===== config.mk =====
export PLATFORM = sky130hd
export DESIGN_NAME = llsc_link_monitor_flat
export DESIGN_NICKNAME = d
export VERILOG_FILES = /design/src/rtl/llsc_link_monitor_if.sv /design/src/rtl/llsc_link_monitor.sv /design/src/flat_wrapper.sv
export SDC_FILE = /design/constraint.sdc
export NUM_CORES = 1
export LEC_CHECK = 0
export CORE_ASPECT_RATIO = 1.75
export CORE_MARGIN = 3
export CORE_UTILIZATION = 41
export DETAILED_ROUTE_END_ITERATION = 16
export GPL_TIMING_DRIVEN = 1
export PLACE_DENSITY = 0.87
export SLEW_MARGIN = 40
export SYNTH_ARGS = -nofsm -noshare
export SYNTH_HDL_FRONTEND = slang
export SYNTH_SLANG_ARGS = --single-unit

===== constraint.sdc =====
create_clock -name clk -period 3.8 [get_ports clk]
set_clock_uncertainty 0.15 [all_clocks]
set_input_delay 1.14 -clock clk [delete_from_list [all_inputs] [get_ports clk]]
set_output_delay 1.14 -clock clk [all_outputs]
set_load 0.02 [all_outputs]

===== src/rtl/llsc_link_monitor_if.sv =====
// Signal bundle between the MEM/WB pipeline side (master) and the LL/SC link monitor (slave).
interface llsc_link_monitor_if #(
    parameter int ADDR_W = 32
);
    logic              flush;
    logic              ll_valid;
    logic [ADDR_W-1:0] ll_addr;
    logic              sc_req;
    logic [ADDR_W-1:0] sc_addr;
    logic              sc_ack;
    logic              sc_pass;
    logic              st_valid;
    logic [ADDR_W-1:0] st_addr;
    logic              snoop_valid;
    logic [ADDR_W-1:0] snoop_addr;
    logic              linked;
    logic [ADDR_W-1:0] link_addr;

    modport master (
        output flush, ll_valid, ll_addr, sc_req, sc_addr,
               st_valid, st_addr, snoop_valid, snoop_addr,
        input  sc_ack, sc_pass, linked, link_addr
    );

    modport slave (
        input  flush, ll_valid, ll_addr, sc_req, sc_addr,
               st_valid, st_addr, snoop_valid, snoop_addr,
        output sc_ack, sc_pass, linked, link_addr
    );
endinterface


===== src/rtl/llsc_link_monitor.sv =====
// LL/SC link monitor: holds the link flag and LLAddr, breaks the link on stores/snoops/flush, answers sc.
// Optional link lifetime limit enabled by defining LL_TIMEOUT_EN.
module llsc_link_monitor #(
    parameter int ADDR_W   = 32,
    parameter int GRAN_LSB = 2,
    parameter int TIMEOUT  = 1023
) (
    input logic                clk,
    input logic                rst,
    llsc_link_monitor_if.slave bus
);
    typedef enum logic {S_IDLE, S_RESP} state_t;

    state_t            state;
    logic              linked_q;
    logic [ADDR_W-1:0] link_addr_q;
    logic              result_q;

    logic st_hit;
    logic snoop_hit;
    logic ll_blocked;
    logic accept;
    logic sc_ok;
    logic kill;
    logic ll_take;
    logic link_set;
    logic timeout_hit;

    function automatic logic same_granule(input logic [ADDR_W-1:0] a, input logic [ADDR_W-1:0] b);
        return a[ADDR_W-1:GRAN_LSB] == b[ADDR_W-1:GRAN_LSB];
    endfunction

    always_comb begin
        st_hit     = bus.st_valid && same_granule(bus.st_addr, link_addr_q);
        snoop_hit  = bus.snoop_valid && same_granule(bus.snoop_addr, link_addr_q);
        ll_blocked = (bus.st_valid && same_granule(bus.st_addr, bus.ll_addr)) ||
                     (bus.snoop_valid && same_granule(bus.snoop_addr, bus.ll_addr));
        accept     = (state == S_IDLE) && bus.sc_req;
        sc_ok      = linked_q && same_granule(bus.sc_addr, link_addr_q) &&
                     !bus.flush && !st_hit && !snoop_hit;
        kill       = bus.flush || accept || st_hit || snoop_hit;
        // An ll coinciding with sc acceptance cannot occur in a single-issue pipe, so it is dropped.
        ll_take    = bus.ll_valid && !bus.flush && !accept;
        link_set   = ll_take && !kill && !ll_blocked;
    end

`ifdef LL_TIMEOUT_EN
    logic [15:0] age_q;

    assign timeout_hit = linked_q && (age_q == 16'(TIMEOUT));

    always_ff @(posedge clk) begin
        if (rst || bus.flush) begin
            age_q <= '0;
        end else if (link_set) begin
            age_q <= '0;
        end else if (linked_q) begin
            age_q <= age_q + 16'd1;
        end
    end
`else
    assign timeout_hit = 1'b0;
`endif

    // NOTE: all state below is updated with non-blocking assignments so every term reads pre-edge values.
    always_ff @(posedge clk) begin
        if (rst) begin
            state       <= S_IDLE;
            linked_q    <= 1'b0;
            link_addr_q <= '0;
            result_q    <= 1'b0;
        end else begin
            case (state)
                S_IDLE: if (accept) begin
                    state    <= S_RESP;
                    result_q <= sc_ok;
                end
                S_RESP:  state <= S_IDLE;
                default: state <= S_IDLE;
            endcase

            if (ll_take) begin
                link_addr_q <= bus.ll_addr;
            end

            if (kill) begin
                linked_q <= 1'b0;
            end else if (ll_take) begin
                linked_q <= !ll_blocked;
            end else if (timeout_hit) begin
                linked_q <= 1'b0;
            end
        end
    end

    // NOTE: sc_pass stays combinational on flush so a flush during the response cycle still vetoes the store.
    assign bus.sc_ack    = (state == S_RESP);
    assign bus.sc_pass   = (state == S_RESP) && result_q && !bus.flush;
    assign bus.linked    = linked_q;
    assign bus.link_addr = link_addr_q;

    logic unused_low_bits;
    assign unused_low_bits = ^{bus.sc_addr[GRAN_LSB-1:0], bus.st_addr[GRAN_LSB-1:0],
                               bus.snoop_addr[GRAN_LSB-1:0]};
endmodule


===== src/flat_wrapper.sv =====
// flat-port wrapper written by rule: the top's interface ports become plain ports
module llsc_link_monitor_flat 
#(
    parameter int ADDR_W   = 32,
    parameter int GRAN_LSB = 2,
    parameter int TIMEOUT  = 1023
)
  (clk, rst, bus_flush, bus_ll_valid, bus_ll_addr, bus_sc_req, bus_sc_addr, bus_st_valid, bus_st_addr, bus_snoop_valid, bus_snoop_addr, bus_sc_ack, bus_sc_pass, bus_linked, bus_link_addr);
  llsc_link_monitor_if #(.ADDR_W(ADDR_W)) bus_i ();
  input logic clk;
  input logic rst;
  input wire logic [$bits(bus_i.flush)-1:0] bus_flush;
  input wire logic [$bits(bus_i.ll_valid)-1:0] bus_ll_valid;
  input wire logic [$bits(bus_i.ll_addr)-1:0] bus_ll_addr;
  input wire logic [$bits(bus_i.sc_req)-1:0] bus_sc_req;
  input wire logic [$bits(bus_i.sc_addr)-1:0] bus_sc_addr;
  input wire logic [$bits(bus_i.st_valid)-1:0] bus_st_valid;
  input wire logic [$bits(bus_i.st_addr)-1:0] bus_st_addr;
  input wire logic [$bits(bus_i.snoop_valid)-1:0] bus_snoop_valid;
  input wire logic [$bits(bus_i.snoop_addr)-1:0] bus_snoop_addr;
  output wire logic [$bits(bus_i.sc_ack)-1:0] bus_sc_ack;
  output wire logic [$bits(bus_i.sc_pass)-1:0] bus_sc_pass;
  output wire logic [$bits(bus_i.linked)-1:0] bus_linked;
  output wire logic [$bits(bus_i.link_addr)-1:0] bus_link_addr;
  assign bus_i.flush = bus_flush;
  assign bus_i.ll_valid = bus_ll_valid;
  assign bus_i.ll_addr = bus_ll_addr;
  assign bus_i.sc_req = bus_sc_req;
  assign bus_i.sc_addr = bus_sc_addr;
  assign bus_i.st_valid = bus_st_valid;
  assign bus_i.st_addr = bus_st_addr;
  assign bus_i.snoop_valid = bus_snoop_valid;
  assign bus_i.snoop_addr = bus_snoop_addr;
  assign bus_sc_ack = bus_i.sc_ack;
  assign bus_sc_pass = bus_i.sc_pass;
  assign bus_linked = bus_i.linked;
  assign bus_link_addr = bus_i.link_addr;
  llsc_link_monitor #(.ADDR_W(ADDR_W), .GRAN_LSB(GRAN_LSB), .TIMEOUT(TIMEOUT)) u_core (.clk(clk), .rst(rst), .bus(bus_i));
endmodule

## Word level (Yosys, flattened, before mapping)

Index checks and enable logic that the tools add are counted.

| operators by class | value |
|---|---|
| bitwise logic cells | 1 |
| reductions and logical operators | 24 |
| eq/ne operators | 5 |
| multiplexer cells | 2 |

Operators with widths:

| kind | count |
|---|---|
| == test 30 bit | 5 |
| logical AND 1 bit | 13 |
| logical NOT 1 bit | 5 |
| logical OR 1 bit | 4 |
| one-hot mux 1 bit (2 select lines) | 1 |
| AND reduction 2 bit | 1 |
| OR reduction 2 bit | 1 |
| 2-to-1 mux 1 bit | 1 |
| inverter 1 bit | 1 |

| word-level totals | value |
|---|---|
| register bits | 35 |
| logic and storage cells | 36 |
| input port bits | 135 |
| output and inout port bits | 35 |

## Longest topological paths before layout

Gate-level depths: netlist (run 1).

| logic depth | value |
|---|---|
| depth in word-level cells | 6 |
| gate-level depth with buffers | 6 |

## Least setup slack after synthesis (run 1)

Ideal clock, no wire load.

| path | value |
|---|---|
| kind | input to output |
| from | input port bus_flush |
| to | output port bus_sc_pass |
| path buffers | 0 |
| slack | 1.068 ns |
| arrival | 1.442 ns |
| stages on the path | 1 |
| path through | and3b_1 |

| between the ends | value |
|---|---|
| word-level cells in the longest chain between the ends | 2 |

Ends and longest elaborated chain:

| element | line | RTL |
|---|---|---|
| start, declared | flat_wrapper.sv:12 | `input wire logic [$bits(bus_i.flush)-1:0] bus_flush;` |
| logical NOT 1 bit | llsc_link_monitor.sv:98 | `assign bus.sc_pass = (state == S_RESP) && result_q && !bus.flush;` |
| logical AND 1 bit | llsc_link_monitor.sv:98 |  |
| end, declared | flat_wrapper.sv:22 | `output wire logic [$bits(bus_i.sc_pass)-1:0] bus_sc_pass;` |

No other way between the ends.

## Final worst setup path (run 1)

Same ends and word-level chain as after synthesis.

==> results of run 1 <==
cell usage after synthesis, drive strengths merged:
cell type  count
a31oi          1
o21ai          1
and3b          1
a21oi         32
xnor2         96
nand4         29
nand3b         2
nor4          20
clkbuf         4
nor2           2
nor2b          2
xor2          54
dfxtp         35
nand2b         1
nor3           1
nor3b          1
nand3          3
buf            6
nand2         64
cell type report:
cell class,count,area (sq um),share of cell area [%]
clock buffers,6,139,2.92
clock inverters,2,35.0,0.736
multi-input cells,310,2120,44.6
flip-flops and latches,35,701,14.7
well taps,82,103,2.15
repair buffers,167,1660,34.9
registers in the layout, indices dropped and copies added, names as in the netlist:
signal / count
u_core.bus.link_addr: 32
u_core.bus.linked: 1
u_core.bus.sc_ack: 1
u_core.result_q: 1
kinds of logic (layout without fill, tap and decap cells):
logic type      count (synthesis)  in the layout  synth area share (%)
xor+xnor                      150            150                  45.9
simple gates                  126            126                  22.1
flops                          35             35                  24.5
compound gates                 34             34                  5.99
buf+inv                        10            175                  1.57
per-layer routing:
layer,share of wire (%),track usage (%),vias up
li1,-,-,1528
met1,33,30.0,1490
met2,53,57.2,175
met3,5.9,6.55,61
met4,7.8,24.9,0
met5,0,0,-
report_power, final:
group | switching [uW] | internal, uW
Sequential | 27.9 | 381
Combinational | 187 | 239
Clock | 167 | 326
tightest hold or removal path, cell delays in order, from the launching register on:
cell     delay [ps]
dfxtp_1         310
nand2_1          50
a21oi_1          50
path summary, 6_finish.rpt:
kind                                 start                      end  slack, ps
hold / removal     u_core.bus.link_addr[0]  u_core.bus.link_addr[0]        310
setup / recovery                 bus_flush              bus_sc_pass        140
hold reg to reg    u_core.bus.link_addr[0]  u_core.bus.link_addr[0]        310
setup reg to reg  u_core.bus.link_addr[18]          u_core.result_q       1830
stage by stage:
| step | cells | cell area, sq um | hold slack (ps) | worst slack, ps | util (%) |
|---|---|---|---|---|---|
| floorplan | 355 | 2860 | 300 | 1070 | - |
| global placement | 594 | 4590 | 292 | 153 | 69.1 |
| detailed placement | 594 | 4590 | 312 | 148 | 69.1 |
| CTS | 602 | 4760 | 320 | 139 | 71.8 |
| global route | 602 | 4760 | 343 | 93.2 | 71.8 |
| finish | 602 | 4760 | 313 | 144 | 71.8 |
==> impl_metrics.ini, run 1 <==
[run_status]
outcome = completed

[logic_synthesis]
synth_top_cell_area_share_pct = 29.4
netlist.top_cell.by_area = xnor2_1
post_synth_instance_area_sq_mm = 0.00286
ff_latch_count_synth = 35
mappedNetlistNets = 490
synth_sequential_area_ratio_pct = 24.5
synth.yosys.warnings = 0
synth_top_cells_by_area = xnor2_1 (29%), dfxtp_1 (24%), xor2_1 (17%)
post_synth_cell_types = 20
syn-mean-instance-area_sq_um = 8.06
syn-instance-count = 355

[hold_path]
hold_path_depth = 2
hp-class = flip-flop to flip-flop

[sta]
maxClockFrequency_mhz = 274
tightest_slew_ps = 696
timing.final.hold_violations = 0
unrepaired_setup_endpoints_after_global_routing = false
setup_violations = 0
total_negative_slack_ps = 0
post_route_minimum_period_ps = 3660
max_slew_violation_count = 0
maxSlewHeadroom_pct = 53.5
layout_worst_path_cycle_share_pct = 96.2

[finish]
fillCellCount = 546
antenna-diode-count = 0
final_common_cell = clkdlybuf4s50_1
layout-drive-gt1-share_pct = 2.69
layout-area-overhead-vs-synth_pct = 66.3
most_frequent_cells_in_the_layout = clkdlybuf4s50_1 (163), xnor2_1 (96), nand2_1 (64)
finish.net_count = 654

[drt]
detailedRoute.firstPassIterationCount = 4
routedWlPerCell_microns = 21.1
aggregate_routed_wire_length_microns = 12700
post_detailed_route_count_of_antenna_violating_nets = 0
route.detailed.drc = 0
detailedRoute.firstIterationViolations = 197
vias_per_cell = 5.41
via_count = 3254

[clocking]
clk_path_buf_depth = 2
post_cts_hold_buffer_count = 0
numClockSinks = 35
post_cts_repair_setup_buffers = 0
worst_skew_pair.late_latency_ps = 290
clk_transition_reported_paths_ps = 60
cts_tree = built
cts.htree.levels = 2
post_cts.resized_instances = 0
cts_inserted_buffers = 5
clock-root-buffer = clkbuf_16

[critical_path]
cp_slowest_cell = clkdlybuf4s50_1
path_max_fanout = 2
cp.buffers_inverters = 2
worst_setup_path_end_kind = primary output
worst_path_largest_cell_delay_ps = 590
worstPathCellList = clkdlybuf4s50_1 > and3b_1 > clkdlybuf4s50_1
reg2reg_depth = 6
setup.worst_path.start_class = primary input
critical_path.most_common_cell = clkdlybuf4s50_1
cpLargestDelayFamily = buffers and inverters
cp_data_arrival_time_ps = 2370
crit_type = primary input to primary output
path_depth = 3
critical_path_required_ps = 2510

[placement]
buffer_ports.inserted = 163
detailedPlacementHpwl_microns = 10500
gp_congestion = 0.956

[global_route]
largest_net_degree_at_the_start_of_global_routing = 33
first_pass_grt_wire_length_microns = 19000
antenna_found_initial = 0
globalRouteTotalUtil_pct = 31.2
globalRoute.totalOverflow = 0
number_of_global_route_vias_before_repair = 3535

[power]
leakage_uw = 0.00162
power-per-cell-area_mw_per_mm2 = 279
p_total_uw = 1330
worst_ir_drop_vdd_mv = 0.208

[floorplanning]
area_enclosed_by_the_die_boundary_sq_mm = 0.00806
core_area_sq_mm = 0.00664
io-pin-count = 170
fp-row-count = 39
chipHeight_microns = 117
chipWidth_microns = 69.2
floorplan.initialDensity_pct = 43.1

[run]
drv.max_cap_violation_count = 0
Power figures use the tool's default switching activity.
==> inputs of run 2 (changes only) <==
--- a/config.mk
+++ b/config.mk
@@ -7,10 +7,11 @@
 export LEC_CHECK = 0
 export CORE_ASPECT_RATIO = 1.75
 export CORE_MARGIN = 3
-export CORE_UTILIZATION = 41
+export CORE_UTILIZATION = 35
 export DETAILED_ROUTE_END_ITERATION = 16
+export GPL_ROUTABILITY_DRIVEN = 0
 export GPL_TIMING_DRIVEN = 1
-export PLACE_DENSITY = 0.87
+export PLACE_DENSITY = 0.79
 export SLEW_MARGIN = 40
 export SYNTH_ARGS = -nofsm -noshare
 export SYNTH_HDL_FRONTEND = slang
==> constraint.sdc (replaced) <==
create_clock -name clk -period 2.9 [get_ports clk]
set_clock_uncertainty 0.15 [all_clocks]
set_input_delay 0.87 -clock clk [delete_from_list [all_inputs] [get_ports clk]]
set_output_delay 0.87 -clock clk [all_outputs]
set_load 0.02 [all_outputs]
==> run 2 against run 1 <==
Die area increased by 16%; setup slack got worse by 92 ps; via count increased by 3.5%; clock power increased by 17%; sequential power increased by 30%; non-clock buffer count increased by 10; hold slack improved by 12 ps; register-to-register slack got worse by 920 ps; routed wire length increased by 3.9%.
==> impl_metrics.ini, run 2 (synthesis results as in run 1) <==
[run_status]
outcome = completed

[hold_path]
hp-start = u_core.bus.link_addr[1]
hold_end = u_core.bus.link_addr[1]
hp-class = flip-flop to flip-flop
hold_path_depth = 2

[sta]
setup_violations = 0
timing.final.hold_violations = 0
timing.hold.ws_ps = 325
tightest_slew_ps = 523
unrepaired_setup_endpoints_after_global_routing = false
layout_worst_path_cycle_share_pct = 98.2
maxSlewHeadroom_pct = 64.8
total_negative_slack_ps = 0
max_slew_violation_count = 0
post_route_minimum_period_ps = 2850
maxClockFrequency_mhz = 351

[global_route]
largest_net_degree_at_the_start_of_global_routing = 33
globalRoute.totalOverflow = 0
globalRouteTotalUtil_pct = 28.9
first_pass_grt_wire_length_microns = 19800
number_of_global_route_vias_before_repair = 3719
antenna_found_initial = 0

[power]
p_total_uw = 1690
worst_ir_drop_vdd_mv = 0.207
power-per-cell-area_mw_per_mm2 = 349
leakage_uw = 0.00167

[placement]
buffer_ports.inserted = 163
dpl-instance-area_sq_mm = 0.00469
detailedPlacementHpwl_microns = 11000
placed_cells_incl_taps = 612

[clocking]
clock-root-buffer = clkbuf_16
cts_inserted_buffers = 5
cts.htree.levels = 2
worst_skew_pair.late_latency_ps = 290
post_cts_repair_setup_buffers = 0
clk_path_buf_depth = 2
numClockSinks = 35
clk_transition_reported_paths_ps = 50
cts_tree = built

[finish]
finalNonFillerCells = 620
largest_reg_flops = 32
final_common_cell = clkdlybuf4s50_1
antenna-diode-count = 0
stdcell_area_sq_mm = 0.00484
finish.net_count = 664
most_frequent_cells_in_the_layout = clkdlybuf4s50_1 (162), xnor2_1 (96), nand2_1 (64)
fillCellCount = 701
seq_area_sq_um = 701
multi_input_area_sq_mm = 0.00212
layout-drive-gt1-share_pct = 4.34
layout-area-overhead-vs-synth_pct = 69.1

[floorplanning]
fp-row-count = 43
chipHeight_microns = 126
chipWidth_microns = 74.4
io-pin-count = 170
area_enclosed_by_the_die_boundary_sq_mm = 0.00934
core_area_sq_mm = 0.00796
floorplan.initialDensity_pct = 36.0

[critical_path]
crit_type = primary input to primary output
setup.worst_path.start_class = primary input
path_max_fanout = 2
reg2reg_depth = 7
critical_path_required_ps = 1880
worstReg2RegEnd = u_core.result_q
regToRegStartpoint = u_core.bus.link_addr[19]
cp_data_arrival_time_ps = 1830
setup.reg_to_reg.worst_slack_ps = 910
worst_setup_path_end_kind = primary output

[drt]
via_count = 3368
vias_per_cell = 5.43
routedWlPerCell_microns = 21.3
route.detailed.drc = 0
aggregate_routed_wire_length_microns = 13200
post_detailed_route_count_of_antenna_violating_nets = 0
detailedRoute.firstPassIterationCount = 5
detailedRoute.firstIterationViolations = 231

[run]
drv.max_cap_violation_count = 0
==> run 2: changes by cell type in the layout (fill, tap and decap cells not counted), sizes merged <==
| cell | previous run | this run |
|---|---|---|
| buf | 4 | 14 |
| clkdlybuf4s50 | 163 | 162 |
| bufinv | 1 | 0 |
| clkinv | 1 | 0 |
| dlygate4sd2 | 0 | 1 |
| clkbuf | 6 | 8 |
==> run 2: worst max-delay path, stage by stage <==
cell,delay (ps)
clkdlybuf4s50_1,480
and3b_1,170
dlygate4sd2_1,310
==> run 2: where the power goes <==
group,leakage (uW),total [uW],internal (uW),switching [uW]
clock,0.0000772,576,366,210
combinational,0.00131,582,321,261
sequential,0.000285,530,500,30.7
==> run 2: timing repair <==
action / CTS / global route
hold buffers: 0 / 0
endpoints found under the setup margin: 1 / 0
resized for setup: 1 / 0
==> run 2: final cells by class <==
type,instances,share of cell area (%)
multi-input combinational,310,43.9
timing repair buffer,177,36.1
tap,90,2.33
clock buffer,8,3.23
sequential,35,14.5
==> run 2: worst max-delay path by stage <==
stage / startpoint / endpoint / slack, ps / cells past startpoint
floorplan: bus_flush / bus_sc_pass / 710 / 1
global placement: bus_flush / bus_sc_pass / -210 / 3
detailed placement: bus_flush / bus_sc_pass / -210 / 3
CTS: bus_flush / bus_sc_pass / 50 / 3
global route: bus_flush / bus_sc_pass / 20 / 3
finish: bus_flush / bus_sc_pass / 50 / 3
==> run 2: layer usage <==
metal | up-vias | global-route usage, % | wire (microns)
li1 | 1551 | - | -
met1 | 1563 | 28.2 | 4240
met2 | 183 | 49.9 | 7000
met3 | 71 | 5.11 | 738
met4 | 0 | 24.3 | 1210
met5 | - | 0 | 0
==> run 2: stage by stage <==
step	util (%)	setup slack, ps
after global placement	58.8	-208
after global routing	60.8	25.0
after detailed placement	58.8	-210
after CTS	60.8	46.3
final	60.8	52.2
after floorplan	-	708
==> inputs of run 3 (changes only) <==
--- a/config.mk
+++ b/config.mk
@@ -16,3 +16,4 @@
 export SYNTH_ARGS = -nofsm -noshare
 export SYNTH_HDL_FRONTEND = slang
 export SYNTH_SLANG_ARGS = --single-unit
+export TNS_END_PERCENT = 1
==> results of run 3 <==
No change in the layout: final DEF, timing and power equal those of run 2.
